<file path="src/rtl/matmul_pkg.sv">
// Shared types and constants for the matrix-multiply sequencer.
// FSM state encoding, header/word byte sizes and the FP32 word width.
package matmul_pkg;

  localparam int unsigned HDR_BYTES  = 8;
  localparam int unsigned WORD_BYTES = 4;
  localparam int unsigned FP_W       = 32;

  typedef enum logic [3:0] {
    S_IDLE,
    S_HDR,
    S_HDR2,
    S_CHECK,
    S_WHDR1,
    S_WHDR2,
    S_ISSUE,
    S_WAIT,
    S_DONE
  } state_e;

endpackage

</file>
<file path="src/rtl/matmul_addr_gen.sv">
// i/j/k counters and incremental element pointers for C = A x B.
// Ports: init_i loads bases, step_k_i advances k, step_ij_i finishes a
// dot product (advances j/i, rewinds k); pa/pb/pc_o and wrap flags out.
module matmul_addr_gen
  import matmul_pkg::*;
#(
  parameter int AW    = 32,
  parameter int DIM_W = 16
) (
  input  logic             clk,
  input  logic             rst,
  input  logic             init_i,
  input  logic             step_k_i,
  input  logic             step_ij_i,
  input  logic [AW-1:0]    base_a_i,
  input  logic [AW-1:0]    base_b_i,
  input  logic [AW-1:0]    base_c_i,
  input  logic [DIM_W-1:0] dim_m_i,
  input  logic [DIM_W-1:0] dim_k_i,
  input  logic [DIM_W-1:0] dim_n_i,
  output logic [AW-1:0]    pa_o,
  output logic [AW-1:0]    pb_o,
  output logic [AW-1:0]    pc_o,
  output logic             k_first_o,
  output logic             k_last_o,
  output logic             j_wrap_o,
  output logic             i_wrap_o
);

  logic [DIM_W-1:0] i_q, i_d;
  logic [DIM_W-1:0] j_q, j_d;
  logic [DIM_W-1:0] k_q, k_d;
  logic [AW-1:0]    pa_q, pa_d;
  logic [AW-1:0]    pb_q, pb_d;
  logic [AW-1:0]    pc_q, pc_d;
  // row_a: start of row i of A; col_b: start of column j of B
  logic [AW-1:0]    row_a_q, row_a_d;
  logic [AW-1:0]    col_b_q, col_b_d;

  logic [AW-1:0]    stride_a;
  logic [AW-1:0]    stride_b;
  logic [AW-1:0]    word;
  logic [AW-1:0]    hdr;

  assign word     = AW'(WORD_BYTES);
  assign hdr      = AW'(HDR_BYTES);
  assign stride_a = AW'(dim_k_i) << 2;
  assign stride_b = AW'(dim_n_i) << 2;

  assign k_first_o = (k_q == '0);
  assign k_last_o  = (k_q == dim_k_i - DIM_W'(1));
  assign j_wrap_o  = (j_q == dim_n_i - DIM_W'(1));
  assign i_wrap_o  = (i_q == dim_m_i - DIM_W'(1));

  assign pa_o = pa_q;
  assign pb_o = pb_q;
  assign pc_o = pc_q;

  always_comb begin
    i_d     = i_q;
    j_d     = j_q;
    k_d     = k_q;
    pa_d    = pa_q;
    pb_d    = pb_q;
    pc_d    = pc_q;
    row_a_d = row_a_q;
    col_b_d = col_b_q;
    if (init_i) begin
      i_d     = '0;
      j_d     = '0;
      k_d     = '0;
      row_a_d = base_a_i + hdr;
      col_b_d = base_b_i + hdr;
      pa_d    = base_a_i + hdr;
      pb_d    = base_b_i + hdr;
      pc_d    = base_c_i + hdr;
    end else if (step_ij_i) begin
      k_d  = '0;
      pc_d = pc_q + word;
      if (j_wrap_o) begin
        j_d     = '0;
        i_d     = i_wrap_o ? '0 : i_q + DIM_W'(1);
        row_a_d = row_a_q + stride_a;
        col_b_d = base_b_i + hdr;
      end else begin
        j_d     = j_q + DIM_W'(1);
        col_b_d = col_b_q + word;
      end
      pa_d = row_a_d;
      pb_d = col_b_d;
    end else if (step_k_i) begin
      k_d  = k_q + DIM_W'(1);
      pa_d = pa_q + word;
      pb_d = pb_q + stride_b;
    end
  end

  always_ff @(posedge clk or posedge rst) begin
    if (rst) begin
      i_q     <= '0;
      j_q     <= '0;
      k_q     <= '0;
      pa_q    <= '0;
      pb_q    <= '0;
      pc_q    <= '0;
      row_a_q <= '0;
      col_b_q <= '0;
    end else begin
      i_q     <= i_d;
      j_q     <= j_d;
      k_q     <= k_d;
      pa_q    <= pa_d;
      pb_q    <= pb_d;
      pc_q    <= pc_d;
      row_a_q <= row_a_d;
      col_b_q <= col_b_d;
    end
  end

endmodule

</file>
<file path="src/rtl/matmul_seq_ctrl.sv">
// Start/busy/done sequencer for FP32 C = A x B over shared memory.
// Ports: start + base addresses in; two read ports, one write port,
// MAC operand stream (valid/ready) and dot-product return; status out.
module matmul_seq_ctrl
  import matmul_pkg::*;
#(
  parameter int AW    = 32,
  parameter int DIM_W = 16
) (
  input  logic            clk,
  input  logic            reset,
  input  logic            start,
  input  logic [AW-1:0]   addr_a,
  input  logic [AW-1:0]   addr_b,
  input  logic [AW-1:0]   addr_c,
  output logic [AW-1:0]   rd_addr_a,
  input  logic [31:0]     rd_data_a,
  output logic [AW-1:0]   rd_addr_b,
  input  logic [31:0]     rd_data_b,
  output logic            mem_we,
  output logic [AW-1:0]   mem_waddr,
  output logic [31:0]     mem_wdata,
  output logic            mac_valid,
  input  logic            mac_ready,
  output logic            mac_first,
  output logic            mac_last,
  output logic [FP_W-1:0] mac_opa,
  output logic [FP_W-1:0] mac_opb,
  input  logic            acc_valid,
  input  logic [FP_W-1:0] acc_data,
  output logic            busy,
  output logic            done,
  output logic            error
);

  state_e state_q, state_d;

  logic [AW-1:0] base_a_q, base_a_d;
  logic [AW-1:0] base_b_q, base_b_d;
  logic [AW-1:0] base_c_q, base_c_d;
  // full header words are kept so oversize dimensions can be flagged
  logic [31:0]   hm_q, hm_d;
  logic [31:0]   hk_q, hk_d;
  logic [31:0]   hkb_q, hkb_d;
  logic [31:0]   hn_q, hn_d;

  logic          init;
  logic          step_k;
  logic          step_ij;
  logic [AW-1:0] pa;
  logic [AW-1:0] pb;
  logic [AW-1:0] pc;
  logic          k_first;
  logic          k_last;
  logic          j_wrap;
  logic          i_wrap;
  logic          bad_dims;

  function automatic logic too_big(input logic [31:0] w);
    return (w >> DIM_W) != '0;
  endfunction

  assign bad_dims = (hm_q == '0) || (hk_q == '0) || (hn_q == '0) ||
                    (hk_q != hkb_q) ||
                    too_big(hm_q) || too_big(hk_q) ||
                    too_big(hkb_q) || too_big(hn_q);

  matmul_addr_gen #(
    .AW    (AW),
    .DIM_W (DIM_W)
  ) u_addr_gen (
    .clk       (clk),
    .rst       (reset),
    .init_i    (init),
    .step_k_i  (step_k),
    .step_ij_i (step_ij),
    .base_a_i  (base_a_q),
    .base_b_i  (base_b_q),
    .base_c_i  (base_c_q),
    .dim_m_i   (hm_q[DIM_W-1:0]),
    .dim_k_i   (hk_q[DIM_W-1:0]),
    .dim_n_i   (hn_q[DIM_W-1:0]),
    .pa_o      (pa),
    .pb_o      (pb),
    .pc_o      (pc),
    .k_first_o (k_first),
    .k_last_o  (k_last),
    .j_wrap_o  (j_wrap),
    .i_wrap_o  (i_wrap)
  );

  always_comb begin
    state_d   = state_q;
    base_a_d  = base_a_q;
    base_b_d  = base_b_q;
    base_c_d  = base_c_q;
    hm_d      = hm_q;
    hk_d      = hk_q;
    hkb_d     = hkb_q;
    hn_d      = hn_q;
    rd_addr_a = '0;
    rd_addr_b = '0;
    mem_we    = 1'b0;
    mem_waddr = '0;
    mem_wdata = '0;
    mac_valid = 1'b0;
    mac_first = 1'b0;
    mac_last  = 1'b0;
    mac_opa   = '0;
    mac_opb   = '0;
    busy      = 1'b1;
    done      = 1'b0;
    error     = 1'b0;
    init      = 1'b0;
    step_k    = 1'b0;
    step_ij   = 1'b0;
    unique case (state_q)
      S_IDLE: begin
        busy = 1'b0;
        if (start) begin
          base_a_d = addr_a;
          base_b_d = addr_b;
          base_c_d = addr_c;
          hm_d     = '0;
          hk_d     = '0;
          hkb_d    = '0;
          hn_d     = '0;
          state_d  = S_HDR;
        end
      end
      S_HDR: begin
        rd_addr_a = base_a_q;
        rd_addr_b = base_b_q;
        hm_d      = rd_data_a;
        hkb_d     = rd_data_b;
        state_d   = S_HDR2;
      end
      S_HDR2: begin
        rd_addr_a = base_a_q + AW'(WORD_BYTES);
        rd_addr_b = base_b_q + AW'(WORD_BYTES);
        hk_d      = rd_data_a;
        hn_d      = rd_data_b;
        state_d   = S_CHECK;
      end
      S_CHECK: begin
        if (bad_dims) begin
          error   = 1'b1;
          busy    = 1'b0;
          state_d = S_IDLE;
        end else begin
          state_d = S_WHDR1;
        end
      end
      S_WHDR1: begin
        mem_we    = 1'b1;
        mem_waddr = base_c_q;
        mem_wdata = hm_q;
        state_d   = S_WHDR2;
      end
      S_WHDR2: begin
        mem_we    = 1'b1;
        mem_waddr = base_c_q + AW'(WORD_BYTES);
        mem_wdata = hn_q;
        init      = 1'b1;
        state_d   = S_ISSUE;
      end
      S_ISSUE: begin
        // pointers only move on a transfer, so operands hold while stalled
        rd_addr_a = pa;
        rd_addr_b = pb;
        mac_valid = 1'b1;
        mac_first = k_first;
        mac_last  = k_last;
        mac_opa   = rd_data_a;
        mac_opb   = rd_data_b;
        if (mac_ready) begin
          step_k = 1'b1;
          if (k_last) state_d = S_WAIT;
        end
      end
      S_WAIT: begin
        if (acc_valid) begin
          mem_we    = 1'b1;
          mem_waddr = pc;
          mem_wdata = acc_data;
          step_ij   = 1'b1;
          state_d   = (j_wrap && i_wrap) ? S_DONE : S_ISSUE;
        end
      end
      S_DONE: begin
        done    = 1'b1;
        busy    = 1'b0;
        state_d = S_IDLE;
      end
      default: begin
        busy    = 1'b0;
        state_d = S_IDLE;
      end
    endcase
  end

  always_ff @(posedge clk or posedge reset) begin
    if (reset) begin
      state_q  <= S_IDLE;
      base_a_q <= '0;
      base_b_q <= '0;
      base_c_q <= '0;
      hm_q     <= '0;
      hk_q     <= '0;
      hkb_q    <= '0;
      hn_q     <= '0;
    end else begin
      state_q  <= state_d;
      base_a_q <= base_a_d;
      base_b_q <= base_b_d;
      base_c_q <= base_c_d;
      hm_q     <= hm_d;
      hk_q     <= hk_d;
      hkb_q    <= hkb_d;
      hn_q     <= hn_d;
    end
  end

endmodule

</file>
<file path="config.mk">
export PLATFORM = sky130hd
export DESIGN_NAME = matmul_seq_ctrl
export DESIGN_NICKNAME = d
export VERILOG_FILES = /design/src/rtl/matmul_pkg.sv /design/src/rtl/matmul_addr_gen.sv /design/src/rtl/matmul_seq_ctrl.sv
export SDC_FILE = /design/constraint.sdc
export NUM_CORES = 2
export LEC_CHECK = 0
export CORE_MARGIN = 2
export CORE_UTILIZATION = 55
export DETAILED_ROUTE_END_ITERATION = 16
export PLACE_DENSITY = 0.8
export REMOVE_ABC_BUFFERS = 1
export SLEW_MARGIN = 20
export SYNTH_ARGS = -nofsm -noshare
export SYNTH_HDL_FRONTEND = slang
export SYNTH_SLANG_ARGS = --single-unit
</file>
<file path="constraint.sdc">
create_clock -name clk -period 19.1 [get_ports clk]
set_input_delay 3.82 -clock clk [delete_from_list [all_inputs] [get_ports clk]]
set_output_delay 3.82 -clock clk [all_outputs]
set_load 0.02 [all_outputs]
</file>
# ---- Word level (Yosys, flattened, before mapping)
# Cells that the tools add are included.
# Widths: inputs -> output; s select.
dict set report word_totals {
  ff_bits 436
  latchBits 0
  ramBits 0
  rom_bits 0
  word_cells 136
  mem_count 0
}
dict set report op_classes {
  add_sub_neg 17
  multipliers 0
  div 0
  n_lt_le_gt_ge 0
  eq_ne 16
  shifts 0
  n_mux 58
  bitwise 0
  reduce_logical 29
}
# cell n
set op_table {}
lappend op_table {{$mux 32} 19}
lappend op_table {{$pmux 32 s3} 4}
lappend op_table {{$pmux 32 s2} 4}
lappend op_table {{$add 32x3->32 const B} 6}
lappend op_table {{$mux 16} 10}
lappend op_table {{$reduce_bool 32->1} 4}
lappend op_table {{$add 32x4->32 const B} 3}
lappend op_table {{$logic_not 32->1} 3}
lappend op_table {{$add 32x18->32} 2}
lappend op_table {{$add 16x1->16 const B} 3}
lappend op_table {{$eq 16x16->1} 3}
lappend op_table {{$sub 16x1->16 const B} 3}
lappend op_table {{$ne 32x32->1} 1}
lappend op_table {{$pmux 4 s8} 1}
lappend op_table {{$mux 4} 5}
lappend op_table {{$eq 4x3->1 const B} 4}
lappend op_table {{$logic_not 16->1} 1}
lappend op_table {{$mux 1} 12}
lappend op_table {{$eq 4x2->1 const B} 2}
lappend op_table {{$ne 2x2->1 const B} 4}
lappend op_table {{$reduce_and 2->1} 4}
lappend op_table {{$reduce_bool 2->1} 4}
lappend op_table {{$logic_or 1x1->1} 7}
lappend op_table {{$reduce_or 6->1} 1}
lappend op_table {{other kinds (9)} 10}

# ---- Logic depth before layout (Yosys ltp)
dict set report depth {
  word_depth 10
  depth_mapped 13
}

# ---- Cells and area by module
# From an unflattened synthesis, not the netlist that was laid out.
dict set report hier_totals {
  hier_cells 3481
  hier_area_um2 29246.8
}
# mod instances cells_each area_each_um2 seq_area_each_um2
set by_module_without_submodules {}
lappend by_module_without_submodules {matmul_addr_gen 1 1941 15911.5 5205.0}
lappend by_module_without_submodules {matmul_seq_ctrl 1 1540 13335.3 5705.5}

# ---- Worst setup path after synthesis
# OpenSTA, ideal clock, no wires.
dict set report synth_path {
  path_type {in2out}
  startpoint {in acc_valid}
  endpoint {out mem_waddr[13]}
  arrival_time_ps 5202
  required_time_ps 15280
  setup_slack_ps 10078
  cell_stages 6
  path_cell_list {and2_0 -> clkbuf_1 -> buf_1 -> clkbuf_1 -> nand2_1 -> o311ai_0}
}
dict set report synth_via {
  elab_chain_len 2
}
# item line_no
set synth_lines {}
lappend synth_lines {{start, declared} matmul_seq_ctrl.sv:29} ;# input logic acc_valid,
lappend synth_lines {{$mux 32} matmul_seq_ctrl.sv:182} ;# if (acc_valid) begin
lappend synth_lines {{$pmux 32 s3} matmul_seq_ctrl.sv:117} ;# unique case (state_q)
lappend synth_lines {{end, declared} matmul_seq_ctrl.sv:21} ;# output logic [AW-1:0] mem_waddr,
# No other way between the ends.

# ---- Worst setup path in the final report
dict set report layout_path {
  startpoint {in acc_valid}
  endpoint {out mem_waddr[7]}
}
# Same word-level chain as after synthesis.

==> metrics.txt <==
PwrDens=158 nW/um^2; setup violators final=0; Clock transition at path regs=about 0.050 ns; Die Wd=about 230 um; commonest cells after routing, fill and taps aside=nand2_1 (604), dfrtp_1 (436), clkdlybuf4s50_1 (395); row cnt=84; RSZ-0062 raised after global routing=false; FF/Latch Area=around 11000 um^2; drt drc=0; number of synthesized flops with an enable pin=0; CTS Hold Buffers Added=0; Total Power=5.51 mW; Placeable Area=52200 um^2; WL/cell=about 22 um; Seq cells post-synth=436; Worst R2R Setup Slack=14.05 ns; multi-input combinational cell area=16900 um^2; Tmin final=10.50 ns; post-route ant nets=0; die area=54400 um^2; Fin Setup TNS=0 ns; Die Ht=233 um; drt total wl=approximately 96000 um; Synth Flop Type=dfrtp_1; fill count=4333; R2R cell count=8; WP data required=between 15 and 20 ns; All-Layer GR Usage=34.8%; H-tree depth=2; Worst R2R End=u_addr_gen.pb_o[13]$_DFFE_PP0P_; r2r startpoint=state_q[0]$_DFFE_PP0P_; Final Slew Violations=0; GRT overflow=0; I/O Pins=396; Synth cell types=89; TritonCTS clock tree=yes; Post-DP HPWL=between 60000 and 70000 um; TritonCTS Buffers=50; Leak=14.9 nW; Sink Count=436; largest net degree at the start of global routing=~140; Final GP Congestion=0.973; VDD IR-drop max=0.0898 mV; Post-CTS Resized=0; Root Driver=clkbuf_16; commonest non-fill, non-tap cell in the layout=nand2_1; DRT Pass-1 Iters=8; Area Growth Syn to Fin=20.7%; PortBufs=just under 400; Yosys warning count=0; critical setup path kind=in -> out; first-pass GRT wire length=149000 um; Peak Freq=95.3 MHz; final period utilization=55.0%; Clock Path Buffers=3; Setup crit start=acc_valid; Synth Cell Area=28900 um^2; Final Hold Viols=0; initial antenna violation count=3; Async SR Flop Fraction=100%; Worst-Margin Slew=between 1 and 1.5 ns; share of cells above drive strength 1=7.05%; Avg Vias per Cell=6.30; Post-Synthesis Cells=about 3500; Setup crit end=mem_waddr[7]; critical path launch point type=primary input; Clock Latency Late Sink=about 0.62 ns; Initial Util=55.4%; worst hold path class=reg -> reg; number of max-cap violations=0; crit path DAT=6.68 ns; outcome=finished clean; final clock skew=0.0334 ns; CP max FO=between 70 and 80; vias in the first global route=26600; post-synthesis average cell area=between 8 and 9 um^2; nets@finish=3987; Worst setup EP type=output port; Post-CTS Setup Bufs=0; relative slew slack=21.4%; post-synthesis sequential area ratio=between 30% and 40%; Vias=28100; drt initial violations=about 3800
## area by class of cell
cell class              instances  share of cell area (%)
clock buffers                  69                    4.11
well taps                     688                    2.47
clock inverters                16                   0.570
multi-input cells            2732                    48.4
inverters                      82                   0.903
repair buffers                437                    12.3
flip-flops and latches        436                    31.3
diodes                          1                 0.00717
## worst min path at each step
| stage | start | endpoint | slack, ns | depth (start not counted) |
|---|---|---|---|---|
| 3_5_place_dp | u_addr_gen.row_a_q[1]$_DFFE_PP0P_ | u_addr_gen.row_a_q[1]$_DFFE_PP0P_ | 0.46 | 2 |
| 5_1_grt | base_c_q[1]$_DFFE_PP0P_ | u_addr_gen.pc_o[1]$_DFFE_PP0P_ | 0.51 | 2 |
| 2_1_floorplan | u_addr_gen.row_a_q[1]$_DFFE_PP0P_ | u_addr_gen.row_a_q[1]$_DFFE_PP0P_ | 0.45 | 2 |
| 4_1_cts | u_addr_gen.row_a_q[1]$_DFFE_PP0P_ | u_addr_gen.row_a_q[1]$_DFFE_PP0P_ | 0.47 | 2 |
| 3_3_place_gp | u_addr_gen.col_b_q[1]$_DFFE_PP0N_ | u_addr_gen.col_b_q[1]$_DFFE_PP0N_ | 0.46 | 2 |
| 6_report | u_addr_gen.row_a_q[1]$_DFFE_PP0P_ | u_addr_gen.row_a_q[1]$_DFFE_PP0P_ | 0.48 | 2 |
## synth_stat cells (12+ instances only)
cell / number / area, um^2
nand2_1: 606 / 2270
dfrtp_1: 436 / 10900
nand3_1: 266 / 1330
nor2_1: 215 / 807
o21ai_0: 198 / 991
clkbuf_1: 189 / 709
xnor2_1: 174 / 1520
xor2_1: 166 / 1450
a21oi_1: 141 / 706
mux2_2: 102 / 1150
nor3_1: 83 / 415
and2_1: 82 / 513
inv_1: 82 / 308
nand4_1: 62 / 388
and3_1: 54 / 338
nor4_1: 54 / 338
ha_1: 49 / 613
a22oi_1: 46 / 345
a21o_1: 35 / 263
a222oi_1: 33 / 330
buf_1: 33 / 124
o22ai_1: 27 / 169
mux2i_1: 26 / 260
a221o_1: 19 / 190
a31oi_1: 19 / 119
and4_1: 17 / 149
o21a_1: 15 / 113
o211ai_1: 13 / 97.6
o31ai_1: 12 / 90.1
or3_1: 12 / 75.1
## per-layer routing
layer | up-vias | share of wire, % | track usage (%)
met5 | - | 0.014 | 0
met4 | 2 | 3.5 | 12.3
met3 | 234 | 10 | 6.68
met2 | 1553 | 45 | 54.1
met1 | 13500 | 42 | 48.6
li1 | 12900 | - | -
## critical path, cell delays in order
cell and delay [ns]:
clkdlybuf4s50_1 0.54, and2_4 0.77, buf_4 0.57, nand2_1 0.13
o311ai_0 0.13, clkdlybuf4s50_1 0.70
## where the power goes
group	total (mW)	switching, mW	internal, mW	leakage, nW
registers	1.89	0.614	1.27	5.61
logic	2.64	1.48	1.16	8.51
clock network	0.982	0.406	0.576	0.814
## kinds of logic (layout without fill, tap and decap cells)
group	count (synthesis)	count (layout)	synth area share, %
mux	129	129	4.91
simple gates	1539	1539	25.3
compound gates	673	673	15.3
buf+inv	316	604	4.17
flops	436	436	37.7
other cells	0	1	0
xor+xnor	340	340	10.3
fa+ha+maj	51	51	2.26
## metrics by stage
step	hold WS, ns	setup slack (ns)	area [um^2]	instances	util [%]
floorplan	0.445	3.13	28000	3250	-
global placement	0.458	8.72	33300	4375	63.7
detailed placement	0.461	8.66	33300	4375	63.7
CTS	0.475	8.64	34900	4460	66.8
global route	0.507	8.48	34900	4460	66.8
finish	0.478	8.60	34900	4461	66.8
Power figures use the tool's default switching activity.
